===== src/rtl/ql_carry_pkg.sv =====
// Shared definitions for the carry-chain accumulator tile: the operation
// encoding and the default datapath width.
package ql_carry_pkg;

  typedef enum logic [1:0] {
    QL_OP_HOLD = 2'b00,
    QL_OP_LOAD = 2'b01,
    QL_OP_ADD  = 2'b10,
    QL_OP_SUB  = 2'b11
  } ql_op_e;

  localparam int QL_CARRY_WIDTH_DEFAULT = 8;

endpackage


===== src/rtl/ql_xor_mux2.sv =====
// One bit of the fabric carry chain. The XOR produces the sum bit, and the
// MUX2 either passes the incoming carry along (propagate) or injects the
// generate term.
module ql_xor_mux2 (
  input  logic p,
  input  logic g,
  input  logic ci,
  output logic sum,
  output logic co
);

  assign sum = p ^ ci;
  assign co  = p ? ci : g;

endmodule


===== src/rtl/ql_carry_acc.sv =====
// Registered carry-chain accumulator. Q feeds the chain as operand A, the
// chain result lands back in Q, so load/add/subtract accumulate at one
// operation per cycle with registered carry, overflow and valid flags.
module ql_carry_acc
  import ql_carry_pkg::*;
#(
  parameter int WIDTH = QL_CARRY_WIDTH_DEFAULT
) (
  input  logic             clk,
  input  logic             rst_n,
  input  logic             clr,
  input  logic             in_valid,
  input  logic [1:0]       op,
  input  logic [WIDTH-1:0] din,
  input  logic             ci_ext,
  output logic [WIDTH-1:0] q,
  output logic             co,
  output logic             ovf,
  output logic             ovf_sticky,
  output logic             out_valid
);

  ql_op_e           op_dec;
  logic             is_sub;
  logic [WIDTH-1:0] b_opnd;
  logic [WIDTH-1:0] prop;
  logic [WIDTH-1:0] gen;
  logic [WIDTH-1:0] sum;
  logic [WIDTH:0]   carry;
  logic             co_next;
  logic             ovf_next;
  logic             accept;

  assign op_dec = ql_op_e'(op);
  assign is_sub = (op_dec == QL_OP_SUB);
  assign accept = in_valid && (op_dec != QL_OP_HOLD);

  // Subtraction is A + ~B + 1, so invert the operand and force the carry-in.
  always_comb begin
    b_opnd   = is_sub ? ~din : din;
    carry[0] = is_sub ? 1'b1 : ci_ext;
    prop     = q ^ b_opnd;
    gen      = q & b_opnd;
  end

  for (genvar i = 0; i < WIDTH; i++) begin : g_chain
    ql_xor_mux2 u_cell (
      .p   (prop[i]),
      .g   (gen[i]),
      .ci  (carry[i]),
      .sum (sum[i]),
      .co  (carry[i+1])
    );
  end

  assign co_next  = carry[WIDTH];
  assign ovf_next = carry[WIDTH] ^ carry[WIDTH-1];

  // Accumulator and flag registers; clear outranks any operation in the same cycle.
  always_ff @(posedge clk or negedge rst_n) begin
    if (!rst_n) begin
      q          <= '0;
      co         <= 1'b0;
      ovf        <= 1'b0;
      ovf_sticky <= 1'b0;
      out_valid  <= 1'b0;
    end else if (clr) begin
      q          <= '0;
      co         <= 1'b0;
      ovf        <= 1'b0;
      ovf_sticky <= 1'b0;
      out_valid  <= 1'b0;
    end else if (accept) begin
      out_valid <= 1'b1;
      if (op_dec == QL_OP_LOAD) begin
        q          <= din;
        co         <= 1'b0;
        ovf        <= 1'b0;
        ovf_sticky <= 1'b0;
      end else begin
        q          <= sum;
        co         <= co_next;
        ovf        <= ovf_next;
        ovf_sticky <= ovf_sticky | ovf_next;
      end
    end else begin
      out_valid <= 1'b0;
    end
  end

endmodule


===== config.mk =====
export PLATFORM = sky130hd
export DESIGN_NAME = ql_carry_acc
export DESIGN_NICKNAME = d
export VERILOG_FILES = /design/src/rtl/ql_carry_pkg.sv /design/src/rtl/ql_xor_mux2.sv /design/src/rtl/ql_carry_acc.sv
export SDC_FILE = /design/constraint.sdc
export NUM_CORES = 1
export LEC_CHECK = 0
export BUFFER_PORTS_ARGS = -buffer_cell sky130_fd_sc_hd__buf_4
export CAP_MARGIN = 20
export CORE_MARGIN = 1
export CORE_UTILIZATION = 44
export CTS_CLUSTER_SIZE = 24
export DETAILED_ROUTE_END_ITERATION = 8
export PLACE_DENSITY = 0.74
export SYNTH_ARGS = -nofsm -noshare
export SYNTH_HDL_FRONTEND = slang
export SYNTH_SLANG_ARGS = --single-unit
export TNS_END_PERCENT = 5

===== constraint.sdc =====
create_clock -name clk -period 3.75 [get_ports clk]
set_input_delay 0.1875 -clock clk [delete_from_list [all_inputs] [get_ports clk]]
set_output_delay 0.1875 -clock clk [all_outputs]
set_load 0.02 [all_outputs]

-- Word-level counts from Yosys, hierarchy flattened
Index checks and enable logic that the tools add are counted.
- register bits: 12
- input port bits: 15
- output and inout port bits: 12
- word-level logic and storage cells: 47
- equality and inequality tests: 2
- mux-type cells: 24
- bitwise operators: 13
- reductions and logical operators: 3
- operators with widths (operator ; number):
    8-bit two-way mux ; 4
    1-bit two-way mux ; 20
    1-bit bitwise XOR ; 9
    8-bit AND ; 1
    8-bit NOT ; 1
    8-bit bitwise XOR ; 1
    2-bit nonzero test ; 2
    2-bit by 1-bit equality test with 1-bit output, second input constant ; 1
    2-bit equality test, second input constant ; 1
    1-bit logical AND ; 1
    1-bit bitwise OR ; 1

-- Depth between registers and ports, before layout
Gate-level depths: netlist of run 1.
- depth after elaboration: 16
- mapped depth: 13
- gate-level depth less buffers: 13

-- Modules after synthesis
A second synthesis of run 1 with hierarchy kept.
- cells, all modules: 76
- area total of the unflattened synthesis: 935.9 um^2
- modules (own cells, without submodules) (module ; times used ; cells each ; area each (um^2) ; sequential area each (um^2)):
    ql_carry_acc ; 1 ; 60 ; 745.7 ; 300.3
    ql_xor_mux2 ; 8 ; 2 ; 23.8 ; 0.0

-- Least setup slack after synthesis of run 1
Ideal clock, no wire load.
- kind: reg-to-reg
- start point: register q[0]
- end point: register ovf_sticky
- library setup time: 119 ps
- arrival time: 4146 ps
- data required time: 3631 ps
- slack: -515 ps
- cell stages (with the launch flop): 12
- path buffers: 0
- period minus slack after synthesis: 4265 ps
- path through: dfrtp_1 -> fa_1 -> fa_1 -> fa_1 -> fa_1 -> fa_1 -> fa_1 -> fa_1 -> fa_1 -> xor2_1 -> o21ai_0 -> a21bo_2
- word-level cells in the longest chain between the ends: 14
- RTL lines (item ; RTL line ; source):
    from (decl) ; ql_carry_acc.sv:16 ; output logic [WIDTH-1:0] q,
    from (signal assigned) ; ql_carry_acc.sv:76 ; q <= din;
    from (signal assigned) ; ql_carry_acc.sv:81 ; q <= sum;
    8-bit AND or 8-bit bitwise XOR (tied branches) ; ql_carry_acc.sv:43, ql_carry_acc.sv:42 ;
    1-bit two-way mux (*) (7 in series) ; ql_xor_mux2.sv:13 ; assign co = p ? ci : g;
    1-bit two-way mux ; ql_xor_mux2.sv:13 ;
    1-bit bitwise XOR (*) ; ql_carry_acc.sv:57 ; assign ovf_next = carry[WIDTH] ^ carry[WIDTH-1];
    1-bit bitwise OR (*) ; ql_carry_acc.sv:84 ; ovf_sticky <= ovf_sticky | ovf_next;
    1-bit two-way mux (*) ; ql_carry_acc.sv:75 ; if (op_dec == QL_OP_LOAD) begin
    1-bit two-way mux (*) ; ql_carry_acc.sv:73 ; end else if (accept) begin
    1-bit two-way mux (*) ; ql_carry_acc.sv:67 ; end else if (clr) begin
    to (signal assigned) ; ql_carry_acc.sv:84 ;
    to (decl) ; ql_carry_acc.sv:19 ; output logic ovf_sticky,
Mark *: on every way between the ends. The rest lies on a longest branch, timed or not. The select of a mux whose other input is x is not followed.
A chain may end at the register's enable or synchronous reset.

-- Worst setup path after layout of run 1
Ends and elaborated chain as after synthesis.

==> impl_metrics.toml, run 1 <==
[status]
status = "finished, violations left"
violations = "negative setup slack"

[floorplanning]
die_y_um = 44.8
die-area_um2 = 2000
row_count = 15
die_w_um = 44.8
core_area_um2 = 1730
start_util_pct = 46.6
io_pins = 27

[placed_design]
dp.cells = 115
place.gp.congestion = 0.741
dp_slack_ns = -0.257
hpwl_um = 1240
io_buffers = 26

[clock_network]
cts_root_buf = "clkbuf_4"
h-tree-depth = 1
cts_buffers = 3
cts_tree = "done"
cts.clk_slew.worst_paths_ns = 0.08
cts_sinks = 12
ctsLongestPathBuffers = 2
insertion_delay_ns = 0.28

[cells_and_area]
fillers = 160
area_growth_pct = 38.7
drive_gt1_share_pct = 48.4
nets = 119
sequential_cell_area_um2 = 302
n_antenna_cell = 0
layoutNonFillerInstCount = 120
multi_input_area_um2 = 510

[logic_synthesis]
synth-compound-area-share_pct = 14.3
yosysTopAreaCell = "dfrtp_1"
ys.flop_type = "dfrtp_1"
synth.most_common_cell = "dfrtp_1"
synth_top_area_share_pct = 37.3
syn_area_per_cell_um2 = 13.0
synth-xor-area-share_pct = 9.80
seq_area_frac_synth_pct = 37.3
yosys-mux-area-fraction_pct = 9.95
synth_top_family_by_area = "adder cells"
syn_inst = 62
synth_warnings = 0
synth_edf_count = 0
synth_commonest_cells = "dfrtp_1, fa_1, mux2i_1, o2bb2ai_1, xnor2_1"
yosys.area_share.adder_pct = 19.9
async_reset_ff_share_pct = 100
ys_ff_latch = 12
syn_area_um2 = 805
synthesis.nets = 85
synth_area_leaders = "dfrtp_1, fa_1, mux2i_1, o2bb2ai_1, xnor2_1"
synthSimpleGateAreaFrac_pct = 5.44
ys_types = 18

[critical_path]
critPathLaunchType = "flip-flop"
crit_type = "reg2reg"
cp.arrival_ns = 4.02
end_kind = "flip-flop"
required_ns = 3.92
crit_fanout = 2

[sta]
skew_ns = 0.00156
max_freq_ghz = 0.260
setup_viol = 1
finalCriticalPeriod_ns = 3.85
hold_viol = 0
worst_pin_slew_ns = 0.755
rsz0062_at_grt = "yes"
slew_viol_final = 0
slew_headroom_pct = 49.5
period_share_pct = 103
finalWorstSetupSlack_ns = -0.0982

[power_and_ir_drop]
p_per_area_nw_per_um2 = 364
leakage_uw = 0.000531
power_uw = 407
ir_drop_mv = 0.191

[global_routing]
gr-total-overflow = 0
antenna_found_initial = 0
grt_max_degree = 13
grt_pass1_wl_um = 2780
grt_usage_pct = 20.4
grt_pass1_vias = 607

[drt]
drtIter0Drc = 3
drcViolationCount = 0
ant_nets = 0
totalWireLength_um = 1580
wl_per_cell_um = 13.1
routed_via_density = 5.08
vias = 609
drt-pass1-iter-count = 2

[job]
max-cap-violations = 0

[min_path]
hp-class = "in2reg"
worst max-delay path, cell delays in order, from the launching register on:
cell     delay [ns]
dfrtp_2        0.42
fa_2           0.34
fa_2           0.35
fa_2           0.34
fa_2           0.35
fa_2           0.35
fa_2           0.36
fa_2           0.38
fa_2           0.38
xor2_2         0.16
o21ai_1        0.11
a21bo_2        0.22
where the power goes:
part | switching (µW) | internal (µW)
Clock | 45.6 | 41.3
Combinational | 79.3 | 83.2
Sequential | 14.1 | 143
cell type report:
| type | instances | area share [%] |
|---|---|---|
| clock buffers | 4 | 2.35 |
| repair buffers | 32 | 21.7 |
| multi-input cells | 46 | 45.7 |
| inverters | 1 | 0.336 |
| well taps | 25 | 2.80 |
| flip-flops and latches | 12 | 27.0 |
per-stage QoR:
step	area (µm²)	utilization [%]	setup TNS (ns)	hold WS, ns
after CTS	1110	64.2	-0.118	0.214
after floorplan	831	-	-0.0736	-0.108
after detailed placement	1070	62.1	-0.452	0.0427
final	1120	64.6	-0.0982	0.211
after global routing	1120	64.6	-0.388	0.240
after global placement	1070	62.1	-0.233	0.0397
metal layers:
layer,vias up,GRT usage [%],wire length (µm)
met4,0,12.7,37
met2,16,30.9,826
met3,4,3.60,70
li1,286,-,-
met1,303,27.4,641
met5,-,0,0
timing repair:
| action | 4_1_cts | 5_1_grt |
|---|---|---|
| resized for setup | 1 | 1 |
| endpoints found under the hold margin | 12 | 0 |
| pin swaps | 0 | 1 |
| hold buffers | 1 | 0 |
| cloned | 0 | 0 |
| setup buffers | 0 | 0 |
| setup endpoints to repair | 1 | 3 |
sequential cells by signal, indices dropped and copies added, names as in the netlist:
register / count
co: 1
out_valid: 1
ovf: 1
ovf_sticky: 1
q: 8
layout by cell type, fill, tap and decap left out:
master | synthesis | layout
buf_4 | 3 | 31
dfrtp_1 | 12 | 11
xnor2_1 | 8 | 8
mux2i_1 | 8 | 8
o2bb2ai_1 | 8 | 8
fa_2 | 0 | 8
clkbuf_4 | 0 | 3
nand2b_1 | 2 | 2
nor2b_1 | 2 | 2
o21ai_1 | 1 | 2
a22o_1 | 2 | 2
nand2_4 | 0 | 1
inv_1 | 1 | 1
o21a_1 | 1 | 1
nor2_1 | 1 | 1
and3b_1 | 1 | 1
xor2_2 | 0 | 1
a21bo_2 | 1 | 1
clkbuf_1 | 0 | 1
dlygate4sd3_1 | 0 | 1
dfrtp_2 | 0 | 1
cell families (layout without fill, tap and decap cells):
kind of cell	count (synthesis)	after routing
and+or+nand+nor	7	7
muxes	8	8
xor gates and xnor gates	9	9
AOI/OAI and AO/OA	14	14
adders and majority gates	8	8
buffers and inverters	4	37
DFF	12	12
path summary, 6_finish.rpt:
path	startpoint	endpoint	slack (ns)	depth (start not counted)
worst max-delay path	q[0]$_DFFE_PN0P_	ovf_sticky$_DFFE_PN0P_	-0.1	11
min in group asynchronous	rst_n	q[2]$_DFFE_PN0P_	0.29	2
worst max register to register	q[0]$_DFFE_PN0P_	ovf_sticky$_DFFE_PN0P_	-0.1	11
max in group asynchronous	rst_n	q[0]$_DFFE_PN0P_	3.28	2
worst min register to register	ovf$_DFFE_PN0P_	ovf$_DFFE_PN0P_	0.51	1
worst min-delay path	din[2]	q[2]$_DFFE_PN0P_	0.21	3
Power figures use the tool's default switching activity.
==> run 2: changes to the inputs <==
- CORE_UTILIZATION: 44 -> 45
- SYNTH_HIERARCHICAL: unset -> 1
==> impl_metrics.toml, run 2 <==
[logic_synthesis]
syn_area_um2 = 936
synth_top_area_share_pct = 32.1
syn_inst = 76
syn_area_per_cell_um2 = 12.3
ys_types = 20
synth_commonest_cells = "dfrtp_1, xor2_1"
yosysTopAreaCell = "dfrtp_1"
synth_warnings = 6
ys.flop_type = "dfrtp_1"
synth_area_leaders = "dfrtp_1, mux2_4, ha_1, mux2i_1, xor2_1"
synthesis.nets = 99
seq_area_frac_synth_pct = 32.1
synth.most_common_cell = "dfrtp_1"
ys_ff_latch = 12
synth_edf_count = 0
async_reset_ff_share_pct = 100

[critical_path]
crit_chain = "ha_1 -> mux2_4 -> mux2_4 -> mux2_4 -> mux2_4 -> mux2_4 -> mux2_4 -> mux2_4 -> mux2_4 -> xor2_1 -> o21ai_1 -> a21bo_2"
cp.arrival_ns = 3.78
r2r_slack_ns = 0.14
crit_fanout = 3
critical_path.startpoint = "q[0]$_DFFE_PN0P_"
reg2reg_to = "ovf_sticky$_DFFE_PN0P_"
slowest_stage = "dfrtp_1"
end_kind = "flip-flop"
crit_type = "reg2reg"
rr_startpoint = "q[0]$_DFFE_PN0P_"
rr_worst_depth = 12
crit_top_cell = "mux2_4"
required_ns = 3.92
cp-endpoint = "ovf_sticky$_DFFE_PN0P_"
slowest_delay_ns = 0.41
critPathLaunchType = "flip-flop"

[placed_design]
place.gp.congestion = 0.689
dp.cells = 128
io_buffers = 26
hpwl_um = 1370

[clock_network]
cts_sinks = 12
ctsLongestPathBuffers = 2
insertion_delay_ns = 0.27
cts.clk_slew.worst_paths_ns = 0.08
h-tree-depth = 1
cts_buffers = 3
cts_root_buf = "clkbuf_4"
cts_tree = "done"

[drt]
routed_via_density = 5.07
wl_per_cell_um = 13.2
drcViolationCount = 0
drt-pass1-iter-count = 3
vias = 674
totalWireLength_um = 1750
drtIter0Drc = 4
ant_nets = 0

[cells_and_area]
area_growth_pct = 27.8
n_antenna_cell = 0
drive_gt1_share_pct = 40.6
largest_reg_flops = 8
mostFrequentLayoutCells = "buf_4, dfrtp_1, xor2_1"
final_core_util_pct = 61.0
final_common_cell = "buf_4"
regMostFlops = "q"
layoutNonFillerInstCount = 133
nets = 130
fillers = 186

[floorplanning]
die_w_um = 47.6
start_util_pct = 47.7
die_y_um = 47.6
die-area_um2 = 2270
io_pins = 27
row_count = 16
core_area_um2 = 1960

[sta]
hold_viol = 0
skew_ns = 0.00834
finalCriticalPeriod_ns = 3.61
worst_pin_slew_ns = 0.797
slew_headroom_pct = 46.7
slew_viol_final = 0
whs_ns = 0.224
rsz0062_at_grt = "no"
period_share_pct = 96.2
setup_tns_ns = 0
setup_viol = 0
max_freq_ghz = 0.277

[job]
max-cap-violations = 0

[power_and_ir_drop]
leakage_uw = 0.000618
ir_drop_mv = 0.140
power_uw = 458
p_per_area_nw_per_um2 = 383

[global_routing]
grt_pass1_wl_um = 2780
grt_max_degree = 13
grt_pass1_vias = 670
grt_usage_pct = 17.7
gr-total-overflow = 0
antenna_found_initial = 0

[status]
status = "completed"

[min_path]
hp-class = "in2reg"
-- run 2: cell count changes after synthesis, moves of 2 or more --
cell,delta
mux2_4,+8
buf_6,+2
xor2_1,+8
buf_4,-3
nor2b_1,-2
ha_1,+8
fa_1,-8
-- run 2: power by group --
group	internal (µW)	switching (µW)
logic	106	94.0
registers	142	11.2
clock network	59.0	45.0
total	307	150
-- run 2: cells by family after synthesis --
kind of cell	count (synthesis)	synth area share, %
xor+xnor	17	15.9
mux	16	21.4
compound gates	14	12.7
flops	12	32.1
fa+ha+maj	8	10.7
simple gates	6	4.41
buf+inv	3	2.81
-- run 2: critical path, delay by kind of cell (launching register included) --
kind | cells | cell delay [ns]
mux | 8 | 2.23
compound gates | 2 | 0.34
fa+ha+maj | 1 | 0.35
xor+xnor | 1 | 0.16
flops | 1 | 0.41
-- run 2: layout make-up --
class	count	area [µm²]	share of cell area [%]
Tap cell	27	33.8	2.82
Sequential cell	12	300	25.1
Multi-Input combinational cell	61	609	50.9
Inverter	1	3.75	0.314
Clock buffer	4	36.3	3.03
Timing Repair Buffer	28	213	17.8
-- run 2: layer usage --
| metal | share of wire, % | wire [µm] | GRT usage [%] |
|---|---|---|---|
| met1 | 46 | 809 | 21.0 |
| met2 | 50 | 878 | 31.8 |
| met3 | 2.4 | 42 | 1.13 |
| met4 | 1.1 | 19 | 10.0 |
| met5 | 0 | 0 | 0 |
-- run 2: worst min-delay path by stage --
stage,from,to,cells past startpoint
5_1_grt,din[7],q[7]$_DFFE_PN0P_,3
3_3_place_gp,rst_n,ovf$_DFFE_PN0P_,1
2_1_floorplan,rst_n,co$_DFFE_PN0P_,0
6_report,din[0],q[0]$_DFFE_PN0P_,3
3_5_place_dp,rst_n,ovf$_DFFE_PN0P_,1
4_1_cts,din[0],q[0]$_DFFE_PN0P_,3
-- run 2: timing repair --
item,CTS,global route
hold buffers,1,0
hold endpoints to repair,12,0
gates resized for setup,0,1
setup endpoints to repair,0,1
buffers inserted,0,0
-- run 2: metrics by stage --
step	cell area, µm²	worst slack [ns]
global route	1200	0.0205
detailed placement	1150	0.0484
floorplan	936	0.174
global placement	1150	0.0967
CTS	1200	0.115
finish	1200	0.143
==> run 3: changes to the inputs <==
- CORE_UTILIZATION: 45 -> 54
- PLACE_DENSITY: 0.74 -> 0.83
- clock period: 3.75 -> 4.4 ns (I/O delays scaled with it)
==> impl_metrics.toml, run 3 (synthesis gave the netlist of run 2 again) <==
[sta]
finalCriticalPeriod_ns = 3.64
skew_ns = 0.00318
slew_viol_final = 0
period_share_pct = 82.8
max_freq_ghz = 0.274
finalWorstSetupSlack_ns = 0.756
rsz0062_at_grt = "no"
slew_headroom_pct = 47.0
worst_pin_slew_ns = 0.793
setup_viol = 0
hold_viol = 0
setup_tns_ns = 0

[cells_and_area]
n_antenna_cell = 0
largest_reg_flops = 8
fillers = 120
mostFrequentLayoutCells = "buf_4, dfrtp_1, xor2_1"
area_growth_pct = 24.1
final_common_cell = "buf_4"
nets = 129
regMostFlops = "q"
drive_gt1_share_pct = 39.4
multi_input_area_um2 = 609
sequential_cell_area_um2 = 300

[critical_path]
slowest_delay_ns = 0.34
slowest_stage = "ha_1"
crit_fanout = 9
cp_top_family = "multiplexers"
cp_num_buf_inv = 1
crit_chain = "buf_4 -> nand2_2 -> xnor2_1 -> ha_1 -> mux2_4 -> mux2_4 -> mux2_4 -> mux2_4 -> mux2_4 -> mux2_4 -> mux2_4 -> mux2_4 -> xor2_1 -> o21ai_0 -> a21bo_2"
required_ns = 4.56
crit_type = "in2reg"
cp.arrival_ns = 3.81
crit_top_cell = "mux2_4"
critPathLaunchType = "input pin"
end_kind = "flip-flop"

[placed_design]
hpwl_um = 1400
io_buffers = 26
place.gp.congestion = 0.720
dp_slack_ns = 0.483

[clock_network]
h-tree-depth = 1
cts_sinks = 12
post-cts-setup-buffer-count = 0
cts_tree = "done"
cts_buffers = 3
cts_resized = 0
ctsLongestPathBuffers = 2
cts_root_buf = "clkbuf_4"
insertion_delay_ns = 0.27
cts.clk_slew.worst_paths_ns = 0.07

[drt]
vias = 685
drcViolationCount = 2
drt-pass1-iter-count = 5
wl_per_cell_um = 15.3
drtIter0Drc = 17
routed_via_density = 5.71
totalWireLength_um = 1840
ant_nets = 0

[power_and_ir_drop]
leakage_uw = 0.000607
ir_drop_mv = 0.173
p_per_area_nw_per_um2 = 319

[global_routing]
gr-total-overflow = 0
grt_pass1_wl_um = 2990
grt_usage_pct = 21.9
grt_pass1_vias = 698
grt_max_degree = 13
antenna_found_initial = 0

[min_path]
hp-class = "in2reg"

[floorplanning]
die_w_um = 43.6
row_count = 14
die-area_um2 = 1900
io_pins = 27
start_util_pct = 60.0
die_y_um = 43.6
core_area_um2 = 1560

[status]
status = "finished, violations left"
violations = "design-rule violations"

[job]
max-cap-violations = 0
## run 3: timing repair
| item | in CTS | in global routing |
|---|---|---|
| hold buffers | 1 | 0 |
| setup endpoints to repair | 0 | 0 |
| endpoints found under the hold margin | 12 | 0 |
## run 3: cell type report
class / count / share of cell area [%]
Multi-Input combinational cell: 61 / 52.5
Sequential cell: 12 / 25.9
Clock buffer: 3 / 1.94
Timing Repair Buffer: 27 / 17.7
Inverter: 1 / 0.323
Tap cell: 16 / 1.72
## run 3: final timing paths
path	from	end	slack (ns)	depth (start not counted)
worst max-delay path	op[1]	ovf_sticky$_DFFE_PN0P_	0.76	15
worst max register to register	q[0]$_DFFE_PN0P_	ovf_sticky$_DFFE_PN0P_	0.77	12
worst min-delay path	din[6]	q[6]$_DFFE_PN0P_	0.26	3
min in group asynchronous	rst_n	q[0]$_DFFE_PN0P_	0.33	2
max in group asynchronous	rst_n	q[6]$_DFFE_PN0P_	3.91	2
worst min register to register	ovf_sticky$_DFFE_PN0P_	ovf_sticky$_DFFE_PN0P_	0.52	1
## run 3: per-stage QoR
step / instances / power (µW) / util, % / hold WS [ns] / cell area [µm²]
6_report: 120 / 370 / 74.5 / 0.260 / 1160
3_3_place_gp: 116 / 298 / 72.4 / 0.0730 / 1130
2_1_floorplan: 76 / 256 / - / -0.0756 / 936
4_1_cts: 120 / 374 / 74.5 / 0.260 / 1160
5_1_grt: 120 / 394 / 74.5 / 0.274 / 1160
3_5_place_dp: 116 / 304 / 72.4 / 0.0735 / 1130
## run 3: worst min-delay path, stage by stage
cell       delay [ns]
buf_4            0.09
mux2i_1          0.06
o2bb2ai_1        0.12
## run 3: where the power goes
part	leakage (µW)	internal (µW)	total (µW)	switching, µW
combinational	0.000431	89.8	171	81.6
clock	0.0000138	31.6	68.2	36.6
sequential	0.000162	121	131	9.29
## run 3: metal layers
metal	up-vias	wire (µm)	track usage (%)
met5	-	0	0
met4	0	27	11.3
met3	2	68	2.50
met2	20	925	39.1
met1	328	815	25.5
li1	335	-	-
